===== src/rtl/button_conditioner.sv =====
// Push-button conditioner: two-flop synchronizer, counter debounce and a
// per-channel press/hold-repeat FSM producing single-cycle inc/dec commands.
module button_conditioner #(
  parameter logic [15:0] DEBOUNCE_CYCLES = 16'd50000,
  parameter logic [15:0] REPEAT_DELAY    = 16'd25000,
  parameter logic [15:0] REPEAT_PERIOD   = 16'd10000
) (
  input  logic clk,
  input  logic rst_n,
  input  logic ena,
  input  logic btn_inc_raw,
  input  logic btn_dec_raw,
  output logic inc_pulse,
  output logic dec_pulse,
  output logic inc_level,
  output logic dec_level
);

  typedef enum logic [1:0] {
    RELEASED,
    HELD_DELAY,
    HELD_REPEAT
  } state_t;

  localparam logic [15:0] DELAY_LAST  = REPEAT_DELAY - 16'd1;
  localparam logic [15:0] PERIOD_LAST = REPEAT_PERIOD - 16'd1;

  // Channel 0 is increase, channel 1 is decrease.
  logic [1:0]  raw;
  logic [1:0]  sync1;
  logic [1:0]  sync2;
  logic [1:0]  stable;
  logic [15:0] db_cnt    [2];
  state_t      state     [2];
  state_t      state_nxt [2];
  logic [15:0] rpt_cnt   [2];
  logic [15:0] rpt_nxt   [2];
  logic [1:0]  pulse;
  logic [1:0]  pulse_nxt;
  logic        both_held;

  assign raw = {btn_dec_raw, btn_inc_raw};

  always_ff @(posedge clk or negedge rst_n) begin
    if (!rst_n) begin
      sync1 <= '0;
      sync2 <= '0;
    end else begin
      sync1 <= raw;
      sync2 <= sync1;
    end
  end

  always_ff @(posedge clk or negedge rst_n) begin
    if (!rst_n) begin
      stable <= '0;
      for (int unsigned i = 0; i < 2; i++) db_cnt[i] <= '0;
    end else if (!ena) begin
      stable <= '0;
      for (int unsigned i = 0; i < 2; i++) db_cnt[i] <= '0;
    end else begin
      for (int unsigned i = 0; i < 2; i++) begin
        if (sync2[i] == stable[i]) begin
          db_cnt[i] <= '0;
        end else if (db_cnt[i] == DEBOUNCE_CYCLES) begin
          stable[i] <= ~stable[i];
          db_cnt[i] <= '0;
        end else begin
          db_cnt[i] <= db_cnt[i] + 16'd1;
        end
      end
    end
  end

  assign both_held = &stable;

  // While both levels are high every channel keeps its state but no pulse
  // fires and the repeat count stays at zero, so repeat restarts cleanly.
  always_comb begin
    pulse_nxt = '0;
    for (int unsigned i = 0; i < 2; i++) begin
      state_nxt[i] = state[i];
      rpt_nxt[i]   = rpt_cnt[i];
      if (!stable[i]) begin
        state_nxt[i] = RELEASED;
        rpt_nxt[i]   = '0;
      end else begin
        case (state[i])
          RELEASED: begin
            state_nxt[i] = HELD_DELAY;
            rpt_nxt[i]   = '0;
            pulse_nxt[i] = ~both_held;
          end
          HELD_DELAY: begin
            if (both_held) begin
              rpt_nxt[i] = '0;
            end else if (REPEAT_DELAY != 16'd0) begin
              if (rpt_cnt[i] == DELAY_LAST) begin
                pulse_nxt[i] = 1'b1;
                state_nxt[i] = HELD_REPEAT;
                rpt_nxt[i]   = '0;
              end else begin
                rpt_nxt[i] = rpt_cnt[i] + 16'd1;
              end
            end
          end
          HELD_REPEAT: begin
            if (both_held) begin
              rpt_nxt[i] = '0;
            end else if (rpt_cnt[i] == PERIOD_LAST) begin
              pulse_nxt[i] = 1'b1;
              rpt_nxt[i]   = '0;
            end else begin
              rpt_nxt[i] = rpt_cnt[i] + 16'd1;
            end
          end
          default: begin
            state_nxt[i] = RELEASED;
            rpt_nxt[i]   = '0;
          end
        endcase
      end
    end
  end

  always_ff @(posedge clk or negedge rst_n) begin
    if (!rst_n) begin
      pulse <= '0;
      for (int unsigned i = 0; i < 2; i++) begin
        state[i]   <= RELEASED;
        rpt_cnt[i] <= '0;
      end
    end else if (!ena) begin
      pulse <= '0;
      for (int unsigned i = 0; i < 2; i++) begin
        state[i]   <= RELEASED;
        rpt_cnt[i] <= '0;
      end
    end else begin
      pulse <= pulse_nxt;
      for (int unsigned i = 0; i < 2; i++) begin
        state[i]   <= state_nxt[i];
        rpt_cnt[i] <= rpt_nxt[i];
      end
    end
  end

  assign inc_pulse = pulse[0];
  assign dec_pulse = pulse[1];
  assign inc_level = stable[0];
  assign dec_level = stable[1];

endmodule


===== config.mk =====
export PLATFORM = sky130hd
export DESIGN_NAME = button_conditioner
export DESIGN_NICKNAME = d
export VERILOG_FILES = /design/src/rtl/button_conditioner.sv
export SDC_FILE = /design/constraint.sdc
export NUM_CORES = 1
export LEC_CHECK = 0
export ABC_CLOCK_PERIOD_IN_PS = 2350
export CORE_MARGIN = 8
export CORE_UTILIZATION = 25
export CTS_CLUSTER_SIZE = 40
export DETAILED_ROUTE_END_ITERATION = 6
export PLACE_DENSITY_LB_ADDON = 0.3
export SLEW_MARGIN = 25
export SYNTH_ARGS = -nofsm -noshare
export SYNTH_HDL_FRONTEND = slang
export SYNTH_SLANG_ARGS = --single-unit

===== constraint.sdc =====
create_clock -name clk -period 2.35 [get_ports clk]
set_input_delay 0.47 -clock clk [delete_from_list [all_inputs] [get_ports clk]]
set_output_delay 0.47 -clock clk [all_outputs]
set_load 0.01 [all_outputs]

Word level (Yosys, flattened, before mapping)
Index checks and enable logic that the tools add are counted.
{"block": "word_totals", "ff_bits": 76, "in_bits": 5, "output_inout_bits": 4, "elab_cells": 92}
{"block": "op_classes", "n_addsub": 4, "eq_ne": 22, "muxes": 45, "bitwise_logic": 3, "n_reduce_logical": 7}
{"cell": "$mux W16", "count": 14}
{"cell": "$add A16 B1 Y16 const B", "count": 4}
{"cell": "$mux W32", "count": 2}
{"cell": "$pmux W16 S2", "count": 2}
{"cell": "$eq A16 B14 Y1 const B", "count": 2}
{"cell": "$eq A16 B15 Y1 const B", "count": 2}
{"cell": "$eq A16 B16 Y1 const B", "count": 2}
{"cell": "$mux W2", "count": 8}
{"cell": "$ne A4 B4 Y1 const B", "count": 4}
{"cell": "$mux W1", "count": 14}
{"cell": "$pmux W2 S3", "count": 2}
{"cell": "$ne A3 B3 Y1 const B", "count": 2}
{"cell": "$pmux W1 S3", "count": 2}
{"cell": "$reduce_and A2 Y1", "count": 3}
{"cell": "$reduce_and A3 Y1", "count": 2}
{"cell": "$eq A2 B1 Y1 const B", "count": 2}
{"cell": "$eq A2 B2 Y1 const B", "count": 2}
{"cell": "$logic_not A2 Y1", "count": 2}
{"cell": "$mux W4", "count": 1}
{"cell": "$ne A2 B1 Y1 const B", "count": 2}
{"cell": "$ne A2 B2 Y1 const B", "count": 2}
{"cell": "$not A1 Y1", "count": 3}
{"cell": "$eq A1 B1 Y1", "count": 2}

Logic depth before layout (Yosys ltp)
{"block": "logic_depth", "ltp_word": 6, "depth_mapped": 7, "mapped_depth_nobuf": 6}

Least setup slack after synthesis
Ideal clock, no wire load.
{"block": "synth_timing", "kind": "reg-to-reg", "start": "register rpt_cnt[21] (netlist name)", "end": "register rpt_cnt[24] (netlist name)", "setup_ps": 119, "arrival_ps": 1563, "t_required_ps": 2231, "slack_ps": 669, "stages_incl_launch_ff": 6, "n_path_buf": 1, "period_less_slack_ps": 1681, "path_cell_list": "dfrtp_1 -> or4b_4 -> nor4_4 -> o22a_4 -> buf_6 -> nor2_1"}
{"block": "synth_between", "elab_chain_len": 6, "elab_cells_between_ends": 10, "classes_between": "add/sub (1); eq/ne (2); mux (7)"}
{"item": "from (decl)", "line_no": "36", "text": "logic [15:0] rpt_cnt [2];"}
{"item": "from (signal, indexed assignment)", "line_no": "143", "text": "rpt_cnt[i] <= rpt_nxt[i];"}
{"item": "$add A16 B1 Y16 (tied with other cells)", "line_no": "103, 114"}
{"item": "$mux W16, on equally long branches", "line_no": "110, 98"}
{"item": "$mux W16, on equally long branches", "line_no": "108, 95"}
{"item": "$pmux W16 S2 (*)", "line_no": "88", "text": "case (state[i])"}
{"item": "$mux W16 (*)", "line_no": "84", "text": "if (!stable[i]) begin"}
{"item": "$mux W32 (*)", "line_no": "133", "text": "end else if (!ena) begin"}
Mark *: on every way between the ends. The rest lies on a longest branch, timed or not.
A chain may end at the register's enable or synchronous reset.

Worst setup path after layout
{"block": "layout_timing", "start": "register rpt_cnt[11] (netlist name)", "end": "register rpt_cnt[14] (netlist name)"}
The elaborated chain is that of the path after synthesis.

==> flow_summary.toml <==
[cts]
cts_tree = "yes"
htree_levels = 3
clkLatencyLatePin_ps = 350
clock-sinks = 76
cts_setup_buffers = 0
ctsResizeCount = 0
cts_hold_buf = 0
cts_max_path_buffers = 2
cts_made_buffers = 9
cts_root_buffer = "clkbuf_16"
clkSlewWorstSetupHoldPaths_ps = 60

[synthesis]
yosysWarnings = 0
synthFlopType = "dfrtp_1"
synth_seq_area_share_pct = 46.4
synth_seq_cells = 76
synth_area_um2 = 4100
syn_nets = 428
syn_inst = 407
synth_area_per_cell_um2 = 10.1
synthArstFlopShare_pct = 100
yosysTopAreaCellShare_pct = 46.4
synth_cell_type_count = 56
synth_top_area_cell = "dfrtp_1"
synth.area.top_cells = "dfrtp_1 (46%), xor2_1 (5.1%), xnor2_1 (4.9%)"
synth_edf_count = 0

[setup_path]
max_stage_delay_ps = 530
critPathBufInv = 0
startpoint_type = "register"
crit_arrival_ps = 2130
slowest_stage = "a2bb2oi_2"
crit_chain = "nor4b_1 > and4_1 > a2bb2oi_2 > nor3_1"
critical_path_class = "reg2reg"
critPathCaptureType = "register"
path_delay_family = "simple AND/OR/NAND/NOR gates"
critPathMaxFanout = 12
cp_data_required_time_ps = 2550

[routing]
ant_nets = 0
wl_mm = 8.40
drt_iter0_markers = 165
vias = 3016
drc = 0
drt_first_pass_iters = 4
vias_per_cell = 4.65
wire_per_inst_um = 12.9

[timing]
worstMarginPinSlew_ps = 658
fmax_mhz = 518
finalCritPeriodShare_pct = 82.1
rsz0062_at_grt = "no"
fin_crit_ps = 1930
hold_violations = 0
worst_slew_margin_rel_pct = 56.1
finalSetupTns_ps = 0
fin_ws_ps = 420
slew_viol_final = 0
finClkSkew_ps = 5.69
setup_viol = 0

[finish]
utilization_pct = 29.1
drive_gt1_share_pct = 10.5
synthToLayoutAreaGrowth_pct = 15.8
layout.nets = 445
diodes = 0

[global_route]
grt_pass1_vias = 3069
grt_overflow = 0
antenna_found_initial = 0
grt_max_degree = 43
grt_pass1_wl_mm = 14.7
track_usage_pct = 8.99

[pwr]
p_comb_share_pct = 2.3
swShare_pct = 22.9
vdd_ir_drop_max_uv = 298
p_clk_share_pct = 47.7
p_seq_share_pct = 49.9
p_sw_uw = 605
power_density_nw_per_um2 = 557
p_leak_uw = 0.00180
intPower_uw = 2040

[die]
die_area_um2 = 20700
start_util_pct = 25.2
die_w_um = 144
num_io_pins = 9
row_count = 47
core_area_um2 = 16300
chipHeight_um = 144

[status]
status = "finished clean"

[placed_design]
gp_congestion = 0.745
place_ws_ps = 366
port_buffers = 8
hpwl_mm = 5.68

[flow_run]
drv_cap = 0

[min_path]
min_path_type = "in2async"
==> cell usage after synthesis, types with 2 or more instances <==
cell type  count
a211oi_1       4
a21oi_1        9
a221oi_1       2
and2_1         3
and3_1        10
and4_1         3
and4b_1        2
buf_2          5
buf_6          2
clkbuf_1       5
dfrtp_1       76
ha_1          16
inv_1         14
mux2i_1        2
nand2_1       24
nand3_1       27
nand4_1       19
nand4b_1       2
nor2_1        47
nor2b_1        2
nor3_1        19
nor3b_1        2
nor4_1         8
nor4_4         2
nor4b_1        6
nor4bb_1       2
o21ai_0        6
o31ai_1        5
or3_1          5
or4_1          6
or4b_4         2
xnor2_1       23
xor2_1        24
==> placed cells by master, fill, tap and decap left out, types with 4 or more instances in the layout <==
cell	netlist	layout
nand3_1	27	27
xor2_1	24	24
buf_4	1	11
nor2_1	47	47
nand2_1	24	24
inv_1	14	14
and3_1	10	10
clkbuf_16	0	9
xnor2_1	23	23
nor4b_1	6	6
or4_1	6	6
nand4_1	19	19
a211oi_1	4	4
a21oi_1	9	9
o21ai_0	6	6
nor4_1	8	8
dfrtp_1	76	76
clkdlybuf4s50_1	0	7
clkinv_2	0	4
nor3_1	19	19
o31ai_1	5	5
ha_1	16	16
or3_1	5	5
==> through the flow <==
stage	hold WS, ps	power (uW)	instance area, um^2	std cells
finish	85.9	2650	4750	649
global route	104	2770	4750	649
CTS	92.5	2700	4750	649
detailed placement	341	1410	4480	633
global placement	339	1410	4470	633
floorplan	174	1360	4100	407
==> layout make-up <==
| type | count | area (um^2) |
|---|---|---|
| fill | 1719 | 11500 |
| multi-input combinational | 304 | 2080 |
| sequential | 76 | 1900 |
| tap | 220 | 275 |
| clock buffer | 9 | 225 |
| timing repair buffer | 19 | 173 |
| inverter | 14 | 52.6 |
| clock inverter | 7 | 43.8 |
==> power groups by stage <==
stage	registers [uW]	logic (uW)	clock network [uW]
floorplan	1340	17.4	0
global placement	1340	63.9	0
detailed placement	1340	65.4	0
CTS	1320	65.7	1320
global route	1320	72.5	1370
finish	1320	62.0	1260
==> kinds of logic (layout without fill, tap and decap cells) <==
| group | Yosys count | count (layout) | synth area share, % |
|---|---|---|---|
| simple gates | 203 | 203 | 28.8 |
| flops | 76 | 76 | 46.4 |
| xor+xnor | 47 | 47 | 10.0 |
| compound gates | 36 | 36 | 6.26 |
| buf+inv | 27 | 49 | 3.08 |
| fa+ha+maj | 16 | 16 | 4.89 |
| mux | 2 | 2 | 0.489 |
==> worst register-to-register path, cell delays in order (launching register included) <==
cell and delay, ps:
dfrtp_1 430, nor4b_1 410, and4_1 300, a2bb2oi_2 530, nor3_1 110
==> sequential cells by signal, indices dropped and copies added, names as in the netlist <==
signal   count
sync2        2
sync1        2
rpt_cnt     32
stable       2
pulse        2
db_cnt      32
state        4
==> routing by layer <==
layer  up-vias  GRT usage, %  routed length (um)
li1       1501             -                   -
met1      1478          10.6                3900
met2        23          14.3                4060
met4         0          4.93                 161
met5         -             0                   0
met3        14          2.77                 282
==> worst paths after layout <==
path / from / end / slack [ps] / cells past startpoint
worst max-delay path: rpt_cnt[11] / rpt_cnt[14] / 420 / 4
worst min-delay path: rst_n / db_cnt[15] / 90 / 1
worst max register to register: rpt_cnt[11] / rpt_cnt[14] / 420 / 4
worst min register to register: sync1[0] / sync2[0] / 350 / 0
max in group asynchronous: rst_n / rpt_cnt[29] / 1670 / 2
min in group clk: sync1[0] / sync2[0] / 350 / 0
(Power assumes the default switching activity.)
